File: config.mk
export PLATFORM = sky130hd
export DESIGN_NAME = m_dmem_arbiter
export DESIGN_NICKNAME = d
export VERILOG_FILES = /design/src/rtl/m_dmem_arbiter.sv
export SDC_FILE = /design/constraint.sdc
export NUM_CORES = 1
export LEC_CHECK = 0
export ABC_AREA = 1
export ABC_CLOCK_PERIOD_IN_PS = 3500
export CORE_AREA = 2 2 141 143
export CTS_BUF_LIST = sky130_fd_sc_hd__clkbuf_4
export DETAILED_ROUTE_END_ITERATION = 8
export DIE_AREA = 0 0 143 145
export SLEW_MARGIN = 20
export SYNTH_ARGS = -nofsm -noshare
export SYNTH_HDL_FRONTEND = slang
export SYNTH_SLANG_ARGS = --single-unit
File: constraint.sdc
create_clock -name i_clk -period 3.5 [get_ports i_clk]
set_input_delay 0.875 -clock i_clk [delete_from_list [all_inputs] [get_ports i_clk]]
set_output_delay 0.875 -clock i_clk [all_outputs]
set_load 0.05 [all_outputs]
File: src/rtl/m_dmem_arbiter.sv
// Two-port round-robin arbiter with lock holding in front of a single data-memory port.
// It blocks illegal accesses, keeps a sticky record of the first error and counts grants per port.
module m_dmem_arbiter #(
  parameter logic [31:0] ADDR_LIMIT = 32'd512,
  parameter int          CNT_W      = 16
) (
  input  logic             i_clk,
  input  logic             i_reset,
  input  logic             i_req0,
  input  logic             i_req1,
  input  logic             i_we0,
  input  logic             i_we1,
  input  logic [31:0]      i_addr0,
  input  logic [31:0]      i_addr1,
  input  logic [31:0]      i_wdata0,
  input  logic [31:0]      i_wdata1,
  input  logic             i_lock0,
  input  logic             i_lock1,
  output logic             o_gnt0,
  output logic             o_gnt1,
  output logic [31:0]      o_rdata0,
  output logic [31:0]      o_rdata1,
  output logic             o_mem_we,
  output logic [31:0]      o_mem_addr,
  output logic [31:0]      o_mem_wdata,
  input  logic [31:0]      i_mem_rdata,
  input  logic             i_err_clr,
  output logic             o_err,
  output logic             o_err_src,
  output logic [31:0]      o_err_addr,
  output logic [CNT_W-1:0] o_cnt0,
  output logic [CNT_W-1:0] o_cnt1
);

  localparam logic [1:0] LK_NONE = 2'b00;
  localparam logic [1:0] LK_P0   = 2'b01;
  localparam logic [1:0] LK_P1   = 2'b10;

  localparam logic [CNT_W-1:0] CNT_ONE = {{(CNT_W-1){1'b0}}, 1'b1};
  localparam logic [CNT_W-1:0] CNT_MAX = {CNT_W{1'b1}};

  logic             r_last;
  logic [1:0]       r_lock;
  logic             r_err;
  logic             r_err_src;
  logic [31:0]      r_err_addr;
  logic [CNT_W-1:0] r_cnt0;
  logic [CNT_W-1:0] r_cnt1;

  logic             w_gnt0;
  logic             w_gnt1;
  logic             w_we;
  logic [31:0]      w_addr;
  logic [31:0]      w_wdata;
  logic             w_illegal;

  function automatic logic f_illegal(input logic [31:0] a);
    return (a >= ADDR_LIMIT) || (a[1:0] != 2'b00);
  endfunction

  // Grant selection: a live lock wins, then a lone requester, then the port not served last.
  always_comb begin
    w_gnt0 = 1'b0;
    w_gnt1 = 1'b0;
    if ((r_lock == LK_P0) && i_req0) begin
      w_gnt0 = 1'b1;
    end else if ((r_lock == LK_P1) && i_req1) begin
      w_gnt1 = 1'b1;
    end else if (i_req0 && i_req1) begin
      if (r_last) begin
        w_gnt0 = 1'b1;
      end else begin
        w_gnt1 = 1'b1;
      end
    end else if (i_req0) begin
      w_gnt0 = 1'b1;
    end else if (i_req1) begin
      w_gnt1 = 1'b1;
    end else begin
      w_gnt0 = 1'b0;
    end
  end

  // Route the granted port onto the memory bus; idle bus is all zeros.
  always_comb begin
    w_we    = 1'b0;
    w_addr  = 32'h0000_0000;
    w_wdata = 32'h0000_0000;
    case ({w_gnt1, w_gnt0})
      2'b01: begin
        w_we    = i_we0;
        w_addr  = i_addr0;
        w_wdata = i_wdata0;
      end
      2'b10: begin
        w_we    = i_we1;
        w_addr  = i_addr1;
        w_wdata = i_wdata1;
      end
      default: begin
        w_we    = 1'b0;
        w_addr  = 32'h0000_0000;
        w_wdata = 32'h0000_0000;
      end
    endcase
  end

  // The grant still completes on an illegal access so the requester never stalls.
  assign w_illegal   = (w_gnt0 | w_gnt1) & f_illegal(w_addr);
  assign o_gnt0      = w_gnt0;
  assign o_gnt1      = w_gnt1;
  assign o_mem_we    = w_we & ~w_illegal;
  assign o_mem_addr  = w_addr;
  assign o_mem_wdata = w_wdata;
  assign o_rdata0    = (w_gnt0 && !w_illegal) ? i_mem_rdata : 32'h0000_0000;
  assign o_rdata1    = (w_gnt1 && !w_illegal) ? i_mem_rdata : 32'h0000_0000;

  // Round-robin history and lock ownership; a cycle without a grant drops any lock.
  always_ff @(posedge i_clk or posedge i_reset) begin
    if (i_reset) begin
      r_last <= 1'b1;
      r_lock <= LK_NONE;
    end else if (w_gnt0) begin
      r_last <= 1'b0;
      r_lock <= i_lock0 ? LK_P0 : LK_NONE;
    end else if (w_gnt1) begin
      r_last <= 1'b1;
      r_lock <= i_lock1 ? LK_P1 : LK_NONE;
    end else begin
      r_lock <= LK_NONE;
    end
  end

  // Sticky first-error capture; a new error beats a simultaneous clear.
  always_ff @(posedge i_clk or posedge i_reset) begin
    if (i_reset) begin
      r_err      <= 1'b0;
      r_err_src  <= 1'b0;
      r_err_addr <= 32'h0000_0000;
    end else if (w_illegal && (!r_err || i_err_clr)) begin
      r_err      <= 1'b1;
      r_err_src  <= w_gnt1;
      r_err_addr <= w_addr;
    end else if (i_err_clr) begin
      r_err      <= 1'b0;
      r_err_src  <= 1'b0;
      r_err_addr <= 32'h0000_0000;
    end
  end

  // Saturating per-port grant counters.
  always_ff @(posedge i_clk or posedge i_reset) begin
    if (i_reset) begin
      r_cnt0 <= {CNT_W{1'b0}};
      r_cnt1 <= {CNT_W{1'b0}};
    end else begin
      if (w_gnt0 && (r_cnt0 != CNT_MAX)) begin
        r_cnt0 <= r_cnt0 + CNT_ONE;
      end
      if (w_gnt1 && (r_cnt1 != CNT_MAX)) begin
        r_cnt1 <= r_cnt1 + CNT_ONE;
      end
    end
  end

  assign o_err      = r_err;
  assign o_err_src  = r_err_src;
  assign o_err_addr = r_err_addr;
  assign o_cnt0     = r_cnt0;
  assign o_cnt1     = r_cnt1;

endmodule

# Yosys cells after proc, flatten, opt, wreduce, memory -nomap -nowiden
# Index checks and enable logic that the tools add are counted.
# totals
regBits	69
in_bits	169
output_inout_bits	197
# op_classes
n_addsub	2
order_cmp	1
eq_ne	6
mux	27
bitwise	4
n_reduce_logical	15
# op_table
operator	n
32-bit two-way mux	4
32-bit one-hot mux with 2 select lines	2
16-bit by 1-bit adder with 16-bit output (second input constant)	2
32-bit by 10-bit greater-or-equal comparator with 1-bit output (second input constant)	1
16-bit inequality test (second input constant)	2
1-bit two-way mux	17
1-bit logical AND	8
2-bit two-way mux	3
2-bit nonzero test	3
2-bit by 1-bit equality test with 1-bit output (second input constant)	2
2-bit equality test (second input constant)	2
1-bit bitwise AND	2
1-bit zero test	2
1-bit logical OR	2
1-bit one-hot mux with 2 select lines	1
1-bit NOT	1
1-bit bitwise OR	1

# Logic depth before layout (Yosys ltp)
# Gate-level depths: netlist of run 1.
# depth
depth_word	13
mapped_depth	16
ltp_nobuf	15

# Least setup slack after synthesis of run 1
# OpenSTA, ideal clock, no wires.
# synth_path
path_type	input to output
startpoint	input port i_req0
endpoint	output port o_mem_we
arrival_ps	3211
t_required_ps	2625
slack_ps	-586
stages	11
n_path_buf	2
cell_sequence	nand3_4 nand2_1 buf_2 nand3_1 nand2_1 nor2_1 nand3_1 nor2_2 nand3_4 buf_2 a21oi_1
# synth_between
elab_chain_cells	11
elab_cells_between_ends	21
cone_classes	1 x order compare; 2 x eq/ne; 10 x mux; 4 x bitwise; 4 x reduce/logical
# synth_lines
item	line_no	source
from (decl)	9	input logic i_req0,
1-bit two-way mux or 1-bit logical AND (tied branches)	75, 69	
1-bit two-way mux	69	end else if (i_req0 && i_req1) begin
1-bit two-way mux	67	end else if ((r_lock == LK_P1) && i_req1) begin
1-bit two-way mux	65	if ((r_lock == LK_P0) && i_req0) begin
2-bit equality test or 2-bit by 1-bit equality test with 1-bit output (tied branches)	89	case ({w_gnt1, w_gnt0})
32-bit one-hot mux with 2 select lines (*)	89	
net o_mem_addr[31]	24	output logic [31:0] o_mem_addr,
32-bit by 10-bit greater-or-equal comparator with 1-bit output (*)	58	return (a >= ADDR_LIMIT) || (a[1:0] != 2'b00);
1-bit logical OR (*)	58	
1-bit bitwise AND (*)	109	assign w_illegal = (w_gnt0 | w_gnt1) & f_illegal(w_addr);
1-bit NOT (*)	112	assign o_mem_we = w_we & ~w_illegal;
1-bit bitwise AND (*)	112	
to (decl)	23	output logic o_mem_we,
# The timed path passes the listed nets; every way through them passes the cells marked *.

# Final worst setup path of run 1
# layout_path
startpoint	input port i_req0
endpoint	output port o_rdata1[15]
# layout_between
elab_chain_cells	12
elab_cells_between_ends	21
cone_classes	1 x order compare; 2 x eq/ne; 10 x mux; 2 x bitwise; 6 x reduce/logical
# layout_lines
item	line_no	source
1-bit two-way mux or 1-bit logical AND (tied branches)	75, 69	
1-bit two-way mux	69	
1-bit two-way mux	67	
1-bit two-way mux	65	
2-bit equality test or 2-bit by 1-bit equality test with 1-bit output (tied branches)	89	
32-bit one-hot mux with 2 select lines	89	
32-bit by 10-bit greater-or-equal comparator with 1-bit output or 2-bit nonzero test (tied branches)	58	
1-bit logical OR	58	
1-bit bitwise AND	109	
1-bit zero test	116	assign o_rdata1 = (w_gnt1 && !w_illegal) ? i_mem_rdata : 32'h0000_0000;
1-bit logical AND (*)	116	
32-bit two-way mux (*)	116	
to (decl)	22	output logic [31:0] o_rdata1,
# Every way passes the cells marked *; elsewhere a longest branch is shown, timed or not.

==> flow_metrics.py, run 1 <==
metrics = {
    "timing": {
        "fin_worst_skew_ps": 9.50,
        "hold_violations": 0,
        "slew_violations": 0,
        "rsz0062_at_grt": "true",
        "tightest_slew_ps": 608,
        "worst_slack_ps": -66.2,
        "relSlewSlack_pct": 59.3,
        "min_period_ps": 3570,
        "post-route-period-util_pct": 102,
        "fmax_mhz": 280,
        "setup_viol": 28,
    },
    "die": {
        "dieArea_mm2": 0.0207,
        "die_h_um": 145,
        "rows": 51,
        "initial_core_util_pct": 22.7,
        "ios": 366,
        "die_x_um": 143,
        "core_mm2": 0.0192,
    },
    "routing": {
        "dr.pass1.iters": 4,
        "first_iter_violations": 180,
        "wl_per_cell_um": 18.4,
        "wirelength_um": 23600,
        "drc_errors": 0,
        "antenna_left": 0,
        "dr_total_vias": 5716,
        "vias_per_cell": 4.46,
    },
    "synthesis": {
        "synth_cells": 591,
        "seq_area_frac_synth_pct": 39.7,
        "avgSynthCellArea_um2": 7.37,
        "synth_cell_types": 29,
        "syn_area_mm2": 0.00436,
        "ys_ff_latch": 69,
        "syn_nets": 762,
        "ys_warn_count": 0,
    },
    "critical_path": {
        "start_kind": "input port",
        "cp_common_cell": "nand2_2",
        "r2r_end": "o_err_addr[5]",
        "critPathKind": "input port to output port",
        "slowest_delay_ps": 200,
        "required_ps": 2620,
        "cp_num_buf_inv": 7,
        "path_cells": "buf_2 > nand2_2 > nand2_4 > nand2_8 > nand2_8 > inv_8 > buf_12 > nand2_1 > nand2_2 > inv_2 > nand2_2 > nor2_4 > nand4_1 > buf_4 > buf_16 > nor2_2 > buf_12",
        "crit_arrival_ps": 2690,
        "crit_path_end_kind": "output port",
        "r2r-start": "r_last",
        "cp-startpoint": "i_req0",
        "worst-r2r-cell-count": 17,
        "r2r_slack_ps": 970,
        "path_delay_family": "simple AND/OR/NAND/NOR gates",
        "critPathSlowestCell": "buf_4",
        "cp_max_fo": 8,
    },
    "min_path": {
        "hold_depth": 2,
        "holdPathEnd": "o_err_addr[11]",
        "hold_start": "o_err_addr[11]",
        "hp-class": "flop to flop",
    },
    "global_route": {
        "grt_usage_pct": 22.5,
        "grt_pass1_wl_um": 35200,
        "grt_start_max_net_pins": 70,
        "antenna_found_initial": 7,
        "overflow": 0,
        "first_global_vias": 5799,
    },
    "power_and_ir_drop": {
        "powerDensity_mw_per_mm2": 376,
        "power_mw": 4.07,
        "power_leakage_nw": 4.77,
        "ir_drop_mv": 0.243,
    },
    "clock_network": {
        "clockBufferDepth": 2,
        "cts_buffers": 9,
        "cts_root_buf": "clkbuf_4",
        "clkSinkCount": 69,
        "clkLatencyLatePin_ps": 440,
        "cts_tree": "built",
        "clkSlewWorstSetupHoldPaths_ps": 110,
        "ctsHtreeMaxLevel": 3,
    },
    "final_layout": {
        "regArea_mm2": 0.00173,
        "drive_gt1_share_pct": 35.0,
        "multi_input_area_mm2": 0.00277,
        "nNetsFinal": 1179,
        "fillCellCount": 1685,
        "area_growth_pct": 149,
    },
    "placed_design": {
        "gp_congestion": 0.857,
        "hpwl_um": 19100,
        "place_ws_ps": -674,
        "io_buffers": 365,
    },
    "run": {
        "maxCapViolCount": 0,
    },
    "status": {
        "violations": "negative setup slack",
        "status": "finished, violations left",
    },
}
sequential cells by signal (all words and copies together), names as in the netlist:
| register | count |
|---|---|
| r_last | 1 |
| r_lock | 2 |
| o_err_src | 1 |
| o_cnt0 | 16 |
| o_cnt1 | 16 |
| o_err | 1 |
| o_err_addr | 32 |
stage by stage:
step	hold WS [ps]	TNS, ps	std cells	util, %	cell area [µm²]
detailed placement	486	-60870	1252	53.4	10300
finish	507	-1240	1281	56.4	10800
global placement	480	-55800	1252	53.4	10300
floorplan	465	-18370	591	-	4570
global route	532	-8390	1280	56.4	10800
CTS	511	-2570	1277	55.9	10700
worst max-delay path by stage:
stage	endpoint	depth (start not counted)	slack, ps
6_report	o_rdata1[15]	17	-70
3_5_place_dp	o_rdata1[24]	14	-670
3_3_place_gp	o_rdata1[10]	16	-610
2_1_floorplan	o_rdata0[13]	11	-370
5_1_grt	o_rdata1[10]	16	-190
4_1_cts	o_rdata1[10]	16	-120
tightest hold or removal path: stages (launching register included):
cell and delay [ps]:
dfrtp_1 360, nand3_1 70, nand2_1 50
cells by family (layout without fill, tap and decap cells):
kind of cell	Yosys count	in the layout	synth area share [%]
adders and majority gates	2	2	0.574
other	0	3	0
AOI/OAI and AO/OA	46	46	8.79
DFF	69	69	39.7
xor gates and xnor gates	28	28	5.63
buffers and inverters	87	508	8.56
and+or+nand+nor	359	360	36.8
cell usage after synthesis, drive strengths merged:
master  count  area, µm²
dfstp       1       26.3
nand4       7       43.8
o31ai       1       7.51
nor3        6       30.0
o21ai       3       15.0
buf        22        129
a21oi       3       18.8
nor4        2       12.5
clkbuf     11       41.3
clkinv      1       3.75
inv        53        199
xnor2      19        166
nand3     121        636
ha          2       25.0
a22o       39        342
dfrtp      68       1700
nor2       98        385
nand2     125        494
xor2        9       78.8
per-layer routing:
metal | track usage [%] | up-vias | wire (µm)
met3 | 7.69 | 19 | 1920
met2 | 39.7 | 247 | 12000
li1 | - | 2778 | -
met1 | 26.6 | 2666 | 9400
met4 | 3.56 | 6 | 222
met5 | 0 | - | 41
what timing repair did:
item / in CTS / in global routing
hold buffers: 0 / 0
resized for setup: 84 / 27
buffers inserted: 6 / 2
setup endpoints to repair: 105 / 71
pin swaps: 16 / 10
gates cloned: 3 / 0
placed cells by master, fill, tap and decap left out, drive strengths merged:
| cell | netlist | routed |
|---|---|---|
| a21oi | 3 | 3 |
| a22o | 39 | 39 |
| buf | 22 | 206 |
| bufinv | 0 | 1 |
| clkbuf | 11 | 11 |
| clkdlybuf4s50 | 0 | 232 |
| clkinv | 1 | 5 |
| clkinvlp | 0 | 1 |
| dfrtp | 68 | 68 |
| dfstp | 1 | 1 |
| diode | 0 | 3 |
| ha | 2 | 2 |
| inv | 53 | 52 |
| nand2 | 125 | 126 |
| nand3 | 121 | 121 |
| nand4 | 7 | 7 |
| nor2 | 98 | 98 |
| nor3 | 6 | 6 |
| nor4 | 2 | 2 |
| o21ai | 3 | 3 |
| o31ai | 1 | 1 |
| xnor2 | 19 | 19 |
| xor2 | 9 | 9 |
layout make-up:
class / instances / share of cell area (%)
Timing Repair Buffer: 438 / 52.1
Multi-Input combinational cell: 436 / 25.6
Sequential cell: 69 / 16.0
Tap cell: 265 / 3.06
Inverter: 54 / 1.95
Clock buffer: 11 / 0.763
Clock inverter: 5 / 0.485
Antenna cell: 3 / 0.0693
power by group:
part	switching, mW	leakage [nW]	internal [mW]
clock	0.308	0.0766	0.230
combinational	1.42	3.79	1.05
sequential	0.131	0.895	0.926
Note: power is estimated with default switching activity, not from simulation.
==> run 2, diff against run 1 <==
Settings changed: DONT_BUFFER_PORTS set to 1, SLEW_MARGIN 20 to unset.
==> run 2 against run 1 <==
Compared with the run above: the run now ends clean; utilization fell by 17 points; worst setup slack gained 81 ps; sequential power grew 43%; sequential share of layout area up 6.7 points; register-to-register slack got worse by 340 ps; power is 18% lower.
==> flow_metrics.py, run 2 (synthesis gave the netlist of run 1 again) <==
metrics = {
    "clock_network": {
        "clockBufferDepth": 2,
        "cts_root_buf": "clkbuf_4",
        "ctsHtreeMaxLevel": 3,
        "clkLatencyLatePin_ps": 450,
        "cts_buffers": 9,
        "clkSlewWorstSetupHoldPaths_ps": 140,
        "clkSinkCount": 69,
        "holdBufCountCts": 0,
        "cts_tree": "built",
    },
    "timing": {
        "min_period_ps": 3490,
        "fin_worst_skew_ps": 17.7,
        "tightest_slew_ps": 1030,
        "slew_violations": 0,
        "post-route-period-util_pct": 99.6,
        "relSlewSlack_pct": 31.1,
        "rsz0062_at_grt": "true",
        "hold_violations": 0,
        "worst_slack_ps": 14.7,
        "setup_viol": 0,
        "fmax_mhz": 287,
    },
    "final_layout": {
        "drive_gt1_share_pct": 43.3,
        "final_common_cell": "nand3_1",
        "nNetsFinal": 901,
        "final_area_mm2": 0.00761,
        "largest_reg_flops": 32,
        "most-common-layout-cells": "nand3_1 (105), nand2_1 (85), dfrtp_1 (68)",
        "area_growth_pct": 74.8,
    },
    "critical_path": {
        "required_ps": 2620,
        "cp_max_fo": 12,
        "crit_arrival_ps": 2610,
        "crit_path_end_kind": "output port",
        "critPathKind": "flop to output port",
        "start_kind": "flop",
        "r2r_slack_ps": 630,
    },
    "global_route": {
        "busiest_layer": "met2",
        "first_global_vias": 4647,
        "grt_start_max_net_pins": 57,
        "grtUsageMet2_pct": 31.1,
        "grt_pass1_wl_um": 29500,
        "use_met3_pct": 6.14,
        "antenna_found_initial": 7,
        "grt_usage_pct": 19.2,
        "grt_use_met1_pct": 23.3,
        "overflow": 0,
    },
    "placed_design": {
        "place_area_mm2": 0.00644,
        "gp_congestion": 0.911,
        "io_buffers": 0,
        "place_ws_ps": -119,
        "hpwl_um": 16400,
    },
    "run": {
        "maxCapViolCount": 0,
    },
    "die": {
        "rows": 51,
        "core_mm2": 0.0192,
        "dieArea_mm2": 0.0207,
        "initial_core_util_pct": 22.7,
        "ios": 366,
        "die_h_um": 145,
        "die_x_um": 143,
    },
    "routing": {
        "dr.pass1.iters": 5,
        "dr_total_vias": 4929,
        "antenna_left": 0,
        "vias_per_cell": 4.90,
        "drc_errors": 0,
        "first_iter_violations": 256,
        "wl_per_cell_um": 21.8,
        "wirelength_um": 21900,
    },
    "power_and_ir_drop": {
        "power_leakage_nw": 3.46,
        "powerDensity_mw_per_mm2": 440,
        "ir_drop_mv": 0.235,
    },
    "min_path": {
        "hp-class": "input port to async pin",
    },
    "status": {
        "status": "completed",
    },
}
[run 2: worst paths after layout]
| check | from | end | cells after the start |
|---|---|---|---|
| max | r_last | o_rdata1[23] | 14 |
| min | i_reset | o_cnt1[3] | 1 |
| max reg2reg | r_last | o_err_addr[12] | 19 |
| min reg2reg | r_last | r_last | 2 |
| max in group asynchronous | i_reset | o_err_addr[23] | 2 |
| min in group i_clk | i_req1 | r_last | 1 |
[run 2: timing repair]
action                                 in CTS  in global routing
gates resized for setup                    77                147
buffers inserted                            4                  5
pin swaps                                   4                 17
gates cloned                                1                  5
endpoints found under the hold margin       0                  0
setup endpoints to repair                  68                 69
[run 2: layout make-up]
cell class / instances / area [µm²]
antenna: 5 / 12.5
clock buffer: 9 / 67.6
clock inverter: 7 / 50.0
fill: 1851 / 11600
inverter: 54 / 211
multi-input combinational: 435 / 3000
sequential: 69 / 1730
tap: 265 / 332
timing repair buffer: 161 / 2210
[run 2: per-stage QoR]
stage | hold WS, ps | setup TNS (ps) | util, % | total power, mW | std cells
finish | 485 | 0 | 39.6 | 3.35 | 1005
global route | 425 | -6920 | 39.6 | 3.51 | 1005
CTS | 429 | -325 | 35.8 | 3.34 | 990
detailed placement | 488 | -2940 | 33.5 | 2.81 | 969
global placement | 481 | -2870 | 33.5 | 2.79 | 969
floorplan | 465 | -18370 | - | 2.31 | 591
[run 2: power breakdown]
group / leakage (nW) / switching (mW) / internal [mW] / total (mW)
clock: 0.0600 / 0.345 / 0.147 / 0.492
combinational: 2.51 / 0.840 / 0.496 / 1.34
sequential: 0.895 / 0.603 / 0.917 / 1.52
total: 3.46 / 1.79 / 1.56 / 3.35
[run 2: layer usage]
metal  up-vias  routed length, µm
li1       2233                  -
met1      2384               8140
met2       267              10700
met3        41               2270
met4         4                792
met5         -                 30
[run 2: critical path: stages (launching register included)]
cell	delay (ps)
dfstp_2	550
nand2_1	60
nand2_2	80
nand2_4	80
buf_12	160
nand3_1	80
nand2_2	100
nor2_4	120
nand2_2	70
nor2_4	120
nand4_1	110
buf_6	170
clkbuf_16	180
nor2_2	120
buf_6	170
==> run 3, diff against run 2 <==
Settings changed: DONT_BUFFER_PORTS 1 to unset.
==> results of run 3 <==
Final layout, timing and power as in run 1 (identical DEF).
